[src/rtl/sha1_uart_pkg.sv]
// Shared types and constants for the UART-to-SHA-1 block sequencer.
package sha1_uart_pkg;

    typedef enum logic [2:0] {
        S_IDLE     = 3'd0,
        S_HDR_CAP  = 3'd1,
        S_PAY_WAIT = 3'd2,
        S_PAY_CAP  = 3'd3,
        S_PRESENT  = 3'd4
    } state_t;

    localparam logic [1:0] ERR_NONE    = 2'b00;
    localparam logic [1:0] ERR_HDR     = 2'b01;
    localparam logic [1:0] ERR_SEQ     = 2'b10;
    localparam logic [1:0] ERR_TIMEOUT = 2'b11;

    localparam int HDR_LAST  = 0;
    localparam int HDR_FIRST = 1;

endpackage

[src/rtl/block_shift_reg.sv]
// Block assembly register: bytes enter at the bottom and move up, so the
// first byte shifted in ends up in the most significant byte.
module block_shift_reg #(
    parameter int BLOCK_BYTES = 64
) (
    input  logic                     clk_i,
    input  logic                     rst_ni,
    input  logic                     clear_i,
    input  logic                     shift_en_i,
    input  logic [7:0]               din_i,
    output logic [8*BLOCK_BYTES-1:0] dout_o
);

    logic [8*BLOCK_BYTES-1:0] data_q;

    always_ff @(posedge clk_i or negedge rst_ni) begin
        if (!rst_ni) begin
            data_q <= '0;
        end else if (clear_i) begin
            data_q <= '0;
        end else if (shift_en_i) begin
            data_q <= {data_q[8*BLOCK_BYTES-9:0], din_i};
        end
    end

    assign dout_o = data_q;

endmodule

[src/rtl/uart_block_sequencer.sv]
// Drains the UART RX FIFO, checks block headers and frames payload bytes into
// blocks for the SHA-1 core, with message first/last tracking and timeout abort.
module uart_block_sequencer
    import sha1_uart_pkg::*;
#(
    parameter int BLOCK_BYTES    = 64,
    parameter int TIMEOUT_CYCLES = 1_000_000,
    parameter int CNT_W          = 20
) (
    input  logic                     clk,
    input  logic                     rst,
    input  logic                     rx_empty,
    input  logic [7:0]               r_data,
    output logic                     rd_uart,
    output logic [8*BLOCK_BYTES-1:0] blk_data,
    output logic                     blk_first,
    output logic                     blk_last,
    output logic                     blk_valid,
    input  logic                     blk_ready,
    output logic                     busy,
    output logic                     err,
    output logic [1:0]               err_code,
    output logic [2:0]               dbg_state
);

    localparam int IDX_W = (BLOCK_BYTES > 1) ? $clog2(BLOCK_BYTES) : 1;
    localparam logic [IDX_W-1:0] IDX_LAST = IDX_W'(BLOCK_BYTES - 1);
    localparam logic [CNT_W-1:0] TO_LAST  = CNT_W'(TIMEOUT_CYCLES - 1);
    localparam logic [CNT_W-1:0] CNT_MAX  = '1;

    state_t           state_q;
    logic [IDX_W-1:0] idx_q;
    logic [CNT_W-1:0] to_cnt_q;
    logic             in_msg_q;
    logic             first_q;
    logic             last_q;
    logic             blk_valid_q;
    logic             busy_q;
    logic             err_q;
    logic [1:0]       err_code_q;

    logic [CNT_W-1:0] to_cnt_d;
    logic             hdr_first;
    logic             hdr_last;
    logic             hdr_rsvd_bad;
    logic             hdr_seq_bad;
    logic             hdr_ok;
    logic             timeout_hit;
    logic             shift_en;
    logic             shift_clr;

    always_comb begin
        hdr_first    = r_data[HDR_FIRST];
        hdr_last     = r_data[HDR_LAST];
        hdr_rsvd_bad = |r_data[7:2];
        // A new message may only open when none is open, and vice versa.
        hdr_seq_bad  = (hdr_first == in_msg_q);
        hdr_ok       = (state_q == S_HDR_CAP) && !hdr_rsvd_bad && !hdr_seq_bad;
        to_cnt_d     = (to_cnt_q == CNT_MAX) ? to_cnt_q : to_cnt_q + CNT_W'(1);
        timeout_hit  = (state_q == S_PAY_WAIT) && rx_empty && (to_cnt_d >= TO_LAST);
        shift_en     = (state_q == S_PAY_CAP);
        shift_clr    = hdr_ok || timeout_hit;
    end

    // One read in flight: every read state is followed by a capture state.
    assign rd_uart = rst && !rx_empty &&
                     ((state_q == S_IDLE) || (state_q == S_PAY_WAIT));

    // Block handshake: blk_valid rises when the block is complete and holds with
    // blk_data/blk_first/blk_last stable; transfer happens on blk_valid && blk_ready.
    always_ff @(posedge clk or negedge rst) begin
        if (!rst) begin
            state_q     <= S_IDLE;
            idx_q       <= '0;
            to_cnt_q    <= '0;
            in_msg_q    <= 1'b0;
            first_q     <= 1'b0;
            last_q      <= 1'b0;
            blk_valid_q <= 1'b0;
            busy_q      <= 1'b0;
            err_q       <= 1'b0;
            err_code_q  <= ERR_NONE;
        end else begin
            err_q <= 1'b0;
            case (state_q)
                S_IDLE: begin
                    if (!rx_empty) begin
                        state_q <= S_HDR_CAP;
                        busy_q  <= 1'b1;
                    end
                end
                S_HDR_CAP: begin
                    if (hdr_rsvd_bad || hdr_seq_bad) begin
                        err_q      <= 1'b1;
                        err_code_q <= hdr_rsvd_bad ? ERR_HDR : ERR_SEQ;
                        in_msg_q   <= 1'b0;
                        state_q    <= S_IDLE;
                        busy_q     <= 1'b0;
                    end else begin
                        first_q  <= hdr_first;
                        last_q   <= hdr_last;
                        in_msg_q <= 1'b1;
                        idx_q    <= '0;
                        to_cnt_q <= '0;
                        state_q  <= S_PAY_WAIT;
                    end
                end
                S_PAY_WAIT: begin
                    if (!rx_empty) begin
                        to_cnt_q <= '0;
                        state_q  <= S_PAY_CAP;
                    end else if (timeout_hit) begin
                        err_q      <= 1'b1;
                        err_code_q <= ERR_TIMEOUT;
                        to_cnt_q   <= '0;
                        in_msg_q   <= 1'b0;
                        state_q    <= S_IDLE;
                        busy_q     <= 1'b0;
                    end else begin
                        to_cnt_q <= to_cnt_d;
                    end
                end
                S_PAY_CAP: begin
                    if (idx_q == IDX_LAST) begin
                        blk_valid_q <= 1'b1;
                        state_q     <= S_PRESENT;
                    end else begin
                        idx_q   <= idx_q + IDX_W'(1);
                        state_q <= S_PAY_WAIT;
                    end
                end
                S_PRESENT: begin
                    if (blk_ready) begin
                        blk_valid_q <= 1'b0;
                        state_q     <= S_IDLE;
                        busy_q      <= 1'b0;
                        if (last_q) begin
                            in_msg_q <= 1'b0;
                        end
                    end
                end
                default: begin
                    blk_valid_q <= 1'b0;
                    busy_q      <= 1'b0;
                    state_q     <= S_IDLE;
                end
            endcase
        end
    end

    block_shift_reg #(
        .BLOCK_BYTES(BLOCK_BYTES)
    ) u_shift (
        .clk_i     (clk),
        .rst_ni    (rst),
        .clear_i   (shift_clr),
        .shift_en_i(shift_en),
        .din_i     (r_data),
        .dout_o    (blk_data)
    );

    assign blk_first = first_q;
    assign blk_last  = last_q;
    assign blk_valid = blk_valid_q;
    assign busy      = busy_q;
    assign err       = err_q;
    assign err_code  = err_code_q;
    assign dbg_state = state_q;

endmodule

[config.mk]
export PLATFORM = sky130hd
export DESIGN_NAME = uart_block_sequencer
export DESIGN_NICKNAME = d
export VERILOG_FILES = /design/src/rtl/sha1_uart_pkg.sv /design/src/rtl/block_shift_reg.sv /design/src/rtl/uart_block_sequencer.sv
export SDC_FILE = /design/constraint.sdc
export NUM_CORES = 1
export LEC_CHECK = 0
export BUFFER_PORTS_ARGS = -buffer_cell sky130_fd_sc_hd__buf_2
export CAP_MARGIN = 0
export CORE_ASPECT_RATIO = 1.2
export CORE_MARGIN = 2
export CORE_UTILIZATION = 30
export DETAILED_ROUTE_END_ITERATION = 16
export GPL_TIMING_DRIVEN = 0
export HOLD_SLACK_MARGIN = 0.06
export PLACE_DENSITY = 0.56
export SETUP_SLACK_MARGIN = 0.15
export SKIP_LAST_GASP = 1
export SLEW_MARGIN = 20
export SYNTH_ARGS = -nofsm -noshare
export SYNTH_HDL_FRONTEND = slang
export SYNTH_SLANG_ARGS = --single-unit
[constraint.sdc]
create_clock -name clk -period 2.5 [get_ports clk]
set_input_delay 0.5 -clock clk [delete_from_list [all_inputs] [get_ports clk]]
set_output_delay 0.5 -clock clk [all_outputs]
set_load 0.02 [all_outputs]
# Yosys cells after proc, flatten, opt, wreduce, memory -nomap -nowiden
# Cells that the tools add are included.
[word_totals]
regBits = 549
[op_classes]
add_sub_neg = 2
order_cmp = 1
eq_ne = 17
mux = 38
bitwise = 3
reduce_logical = 27
[ops]
columns = ["operator", "n"]
rows = [
  ["$mux 512", 2],
  ["$mux 20", 4],
  ["$pmux 20 s2", 1],
  ["$add 20x1->20 const B", 1],
  ["$eq 20x20->1 const B", 1],
  ["$ge 20x20->1 const B", 1],
  ["$mux 3", 5],
  ["$pmux 3 s5", 1],
  ["$ne 2x2->1 const B", 7],
  ["$mux 1", 12],
  ["$mux 6", 2],
  ["$pmux 6 s2", 1],
  ["$mux 2", 5],
  ["$reduce_and 3->1", 3],
  ["$add 6x1->6 const B", 1],
  ["$eq 3x2->1 const B", 2],
  ["$eq 6x6->1 const B", 1],
  ["$logic_and 1x1->1", 6],
  ["$pmux 1 s3", 2],
  ["$reduce_and 6->1", 1],
  ["$reduce_bool 2->1", 3],
  ["$reduce_or 6->1", 1],
  ["$pmux 1 s5", 1],
  ["$reduce_and 5->1", 1],
  ["other kinds (15)", 23],
]

# Logic depth before layout (Yosys ltp)
[logic_depth]
word_depth = 7
mapped_depth = 13

# By module
# A second synthesis with hierarchy kept.
[unflattened]
hier_cells = 1961
hier_area_um2 = 23741.5
[modules_own_cells]
columns = ["module", "n_inst", "cells_per_inst", "area_each_um2", "seq_area_each_um2"]
rows = [
  ["block_shift_reg", 1, 1650, 21109.0, 12812.3],
  ["uart_block_sequencer", 1, 311, 2632.5, 925.9],
]

# Least setup slack after synthesis
# Ideal clock, no wire load.
[synth_timing]
path_kind = "register to register"
start = "reg to_cnt_q[0]"
end = "reg u_shift.data_q[352] (netlist: u_shift.dout_o[352])"
setup_time_ps = 77
t_arrival_ps = 2630
required_ps = 2423
slack_ps = -207
path_stages_with_launch = 14
period_less_slack_ps = 2707
path_cell_list = "dfrtp_1 ha_1 and3_1 buf_4 nand2_1 or3_1 clkbuf_1 a311oi_1 a21o_1 o21a_2 o21ai_4 buf_2 buf_4 a21oi_1"
[synth_between]
elab_chain_len = 6
elab_cells_between_ends = 8
[synth_rtl]
columns = ["element", "line", "text"]
rows = [
  ["start, declared", "uart_block_sequencer.sv:33", "logic [CNT_W-1:0] to_cnt_q;"],
  ["start signal, assigned", "uart_block_sequencer.sv:120", "to_cnt_q <= to_cnt_d;"],
  ["$add 20x1->20 / $eq 20x20->1 (equally long branches)", "uart_block_sequencer.sv:59", "to_cnt_d = (to_cnt_q == CNT_MAX) ? to_cnt_q : to_cnt_q + CNT_W'(1);"],
  ["$mux 20 (*)", "uart_block_sequencer.sv:59", ""],
  ["$ge 20x20->1 (*)", "uart_block_sequencer.sv:60", "timeout_hit = (state_q == S_PAY_WAIT) && rx_empty && (to_cnt_d >= TO_LAST);"],
  ["$logic_and 1x1->1 (*)", "uart_block_sequencer.sv:60", ""],
  ["$logic_or 1x1->1 (*)", "uart_block_sequencer.sv:62", "shift_clr = hdr_ok || timeout_hit;"],
  ["$mux 512 / $reduce_bool 2->1 (equally long branches)", "--", ""],
  ["end signal, assigned", "block_shift_reg.sv:22", "data_q <= {data_q[8*BLOCK_BYTES-9:0], din_i};"],
  ["end, declared", "block_shift_reg.sv:14", "logic [8*BLOCK_BYTES-1:0] data_q;"],
]
# Mark *: on every way between the ends. The rest lies on a longest branch, timed or not.
# A chain may end at the register's enable or synchronous reset.

# Final worst setup path
[layout_timing]
start = "reg to_cnt_q[1]"
end = "reg u_shift.data_q[478] (netlist: u_shift.dout_o[478])"
# The elaborated chain is that of the path after synthesis.

==> results.txt <==
----------------------------------------------------
[STA]
  Final worst-path setup slack ... -0.319 ns
  Worst slack on hold paths ... 0.0218 ns
  Share of the clock period used by the worst path ... 113%
  RSZ-0062 raised after global routing ... yes
  Final number of hold-violating endpoints ... 0
  Transition time at the pin with the least slew margin ... 0.865 ns
  Total negative setup slack ... -139.70 ns
  Final setup skew ... 0.0151 ns
  Max_slew headroom ... 41.9%
  Fin crit period ... 2.82 ns
  Total of endpoints with negative setup slack in the final report ... 536
  Max Slew Vio Count ... 0
  Maximum achievable frequency ... 0.355 GHz

[Placed design]
  Post-placement setup slack ... -1.20 ns
  Post-placement cell count ... 4032
  Final estimated routing congestion in global placement ... 0.834
  Detailed placer's ending HPWL ... 58500 um
  Dpl cell area ... 26900 um2
  # port buffers ... 534

[Clocking]
  Number of sinks driven by the clock tree ... 549
  Total CTS buffers ... 59
  Level count of the clock H-tree ... 2
  Clk buf depth ... 3
  TritonCTS clock tree ... built
  CTS Root Buffer Type ... clkbuf_16
  Source-to-sink clock delay at the later pin of the worst-skew pair ... 0.61 ns
  CTS clk-pin slew, worst paths ... 0.06 ns

[Power]
  Part of the total power dissipated in the clock network ... 20.3%
  Peak supply drop ... 0.699 mV
  PD cells ... 1470 nW/um2
  Standby leakage power ... 14.1 nW
  Sequential share of power ... 40.5%
  Internal Dissipation ... 24.4 mW
  Power, Total ... 44.0 mW
  NetSw ... 19.5 mW
  Combinational Power Share ... 39.2%
  Fraction of power spent switching nets ... 44.4%

[Setup path]
  Most frequent cell on the critical path ... buf_8
  Peak fanout along the critical path ... 10
  Arrival @ worst endpoint ... 3.34 ns
  Critical path required time ... 3.02 ns
  Slowest stage cell on the critical path ... dfrtp_2
  Capture instance of the worst register-to-register path ... u_shift.dout_o[478]$_DFFE_PN0P_
  Slowest cell delay on critical path ... 0.40 ns
  Startpoint type of the worst setup path ... register
  R2r startpoint ... to_cnt_q[1]$_DFFE_PN0P_
  Nature of the critical path endpoint ... register
  Type of the worst setup path ... register to register
  Cell Chain, Critical Path ... ha_4 -> and3_4 -> buf_8 -> nand2_4 -> or3_4 -> buf_8 -> a311oi_2 -> a21o_1 -> o21a_4 -> o21ai_4 -> buf_12 -> buf_16 -> buf_8 -> a21oi_1
  Worst R2R Path Depth ... 14
  Reg2Reg Setup Slack ... -0.32 ns

[Global routing]
  Global-route wire length before repair ... 119000 um
  Residual overflow from global routing ... 0
  GRT Util Overall ... 19.9%
  Antenna violations before repair ... 3
  Via count of the first global-routing pass ... 19246
  Maximum number of pins on one net before global-route repair ... 92

[Cells and area]
  Fin nets ... 3152
  P&R area growth vs syn ... 33.2%
  Area used by multi-input combinational logic ... 8070 um2
  Number of cells in the finished layout apart from fillers ... 4183
  Most common library cell in the layout ignoring fill and taps ... nand2_1
  Most used cells in the layout excluding fill and tap cells ... nand2_1, dfrtp_1, buf_2, a21oi_1, clkbuf_1
  Fillcell total ... 7446
  Total area of sequential cells ... 13700 um2
  Fraction of layout cells with a size suffix above 1 ... 27.1%
  Final Util ... 40.5%
  Final cell area excluding filler cells ... 29900 um2

[Floorplanning]
  DIE WIDTH ... 254 um
  Starting density of the core ... 30.4%
  CORE AREA ... 73800 um2
  I/O pin count ... 535
  Number of placement rows ... 109
  Die height ... 303 um
  Die footprint ... 77000 um2

[Route]
  Count of nets left with antenna violations after detail routing ... 0
  DRT Wirelength ... 80000 um
  Residual DRC ... 0
  Vias ... 19864
  Average wire per standard cell ... 19.1 um
  Number of DRC markers after the initial detailed-route iteration ... 1374
  Count of TritonRoute iterations in the first routing pass ... 5
  Via density ... 4.75

[Logic synthesis]
  Async S/R FF share, synth ... 100%
  Proportion of synthesized chip area in sequential cells ... 61.3%
  Number of instances in the synthesized netlist ... 2492
  Distinct cells, synth ... 49
  Cell area after synthesis ... 22400 um2
  Main synth FF type ... dfrtp_1
  Number of enable-type register cells in the synthesized netlist ... 0
  Synth warn ... 0
  Syn_nets ... 2506
  Yosys reg bits ... 549
  Post-Synthesis Mean Instance Area ... 9.00 um2

[Job]
  Number of violations of the max-capacitance limit ... 0

[Hold path]
  Worst hold path class ... input pin to asynchronous set/reset pin

[Run status]
  Outcome ... finished with violations
  Failing checks ... negative setup slack

----------------------------------------------------
-- cell type report --
cell class / count / share of cell area (%)
Clock inverter: 18 / 0.700
Inverter: 3 / 0.0377
Sequential cell: 549 / 46.0
Buffer: 189 / 4.70
Tap cell: 999 / 4.18
Clock buffer: 87 / 5.83
Antenna cell: 2 / 0.0168
Timing Repair Buffer: 585 / 11.5
Multi-Input combinational cell: 1751 / 27.0
-- worst max-delay path by stage --
stage | from | to | slack [ns] | cells after the start
4_1_cts | to_cnt_q[0]$_DFFE_PN0P_ | u_shift.dout_o[503]$_DFFE_PN0P_ | -0.29 | 14
2_1_floorplan | to_cnt_q[0]$_DFFE_PN0P_ | u_shift.dout_o[464]$_DFFE_PN0P_ | -0.03 | 11
5_1_grt | to_cnt_q[1]$_DFFE_PN0P_ | u_shift.dout_o[499]$_DFFE_PN0P_ | -0.46 | 13
6_report | to_cnt_q[1]$_DFFE_PN0P_ | u_shift.dout_o[478]$_DFFE_PN0P_ | -0.32 | 14
3_3_place_gp | rst | u_shift.dout_o[313]$_DFFE_PN0P_ | -11.22 | 1
3_5_place_dp | dbg_state[0]$_DFFE_PN0P_ | u_shift.dout_o[506]$_DFFE_PN0P_ | -1.20 | 8
-- power groups by stage --
stage / clock network (mW) / registers, mW / logic [mW]
2_1_floorplan: 0 / 21.7 / 4.98
5_1_grt: 9.46 / 18.4 / 18.8
3_5_place_dp: 0 / 18.0 / 17.0
3_3_place_gp: 0 / 18.0 / 16.7
4_1_cts: 9.11 / 17.9 / 17.1
6_report: 8.91 / 17.8 / 17.2
-- sequential cells by signal, indices dropped and copies added, names as in the netlist --
register,count
blk_first,1
blk_last,1
blk_valid,1
busy,1
dbg_state,3
err,1
err_code,2
idx_q,6
in_msg_q,1
to_cnt_q,20
u_shift.dout_o,512
-- worst max-delay path, delay by kind of cell, from the launching register on --
family	cells	cell delay, ns
AO/OA/AOI/OAI	5	0.82
adder cells (fa/ha/maj)	1	0.14
buffers and inverters	5	0.75
flip-flops	1	0.40
AND/OR/NAND/NOR	3	0.58
-- cell usage after synthesis (5+ instances only) --
library cell  number  area share, %
and4_1             5           0.20
dfrtp_1          549             61
clkbuf_1         123            2.1
nor3_1             6           0.13
o21ai_0           17           0.38
nand3_1           11           0.25
buf_4             27           0.90
a21oi_1          538             12
and3_1            10           0.28
nand2b_1           5           0.14
a31oi_1            6           0.17
nand4_1            7           0.20
nand2_1         1059             18
nor2_1            23           0.39
buf_2             19           0.42
buf_6             19           0.95
and2_1             8           0.22
o31ai_1            5           0.17
-- layer usage --
metal / GRT usage [%] / part of all wire (%) / wire length [um]
met5: 0 / 0.014 / 11
met3: 5.38 / 7.1 / 5710
met4: 6.38 / 3.1 / 2470
met1: 23.8 / 40 / 32000
met2: 34.6 / 50 / 39800
-- cell families after synthesis --
kind of cell,share of synthesized area [%]
DFF,61.3
adders and majority gates,0.112
muxes,0.195
and+or+nand+nor,19.9
xor gates and xnor gates,0.234
AOI/OAI and AO/OA,13.9
buffers and inverters,4.41
-- timing repair --
item / CTS / global route
resized for setup: 32 / 126
setup endpoints to repair: 542 / 542
pin swaps: 6 / 15
hold buffers: 6 / 3
gates cloned: 0 / 8
hold endpoints to repair: 46 / 3
buffers inserted: 11 / 16
Power figures use the tool's default switching activity.
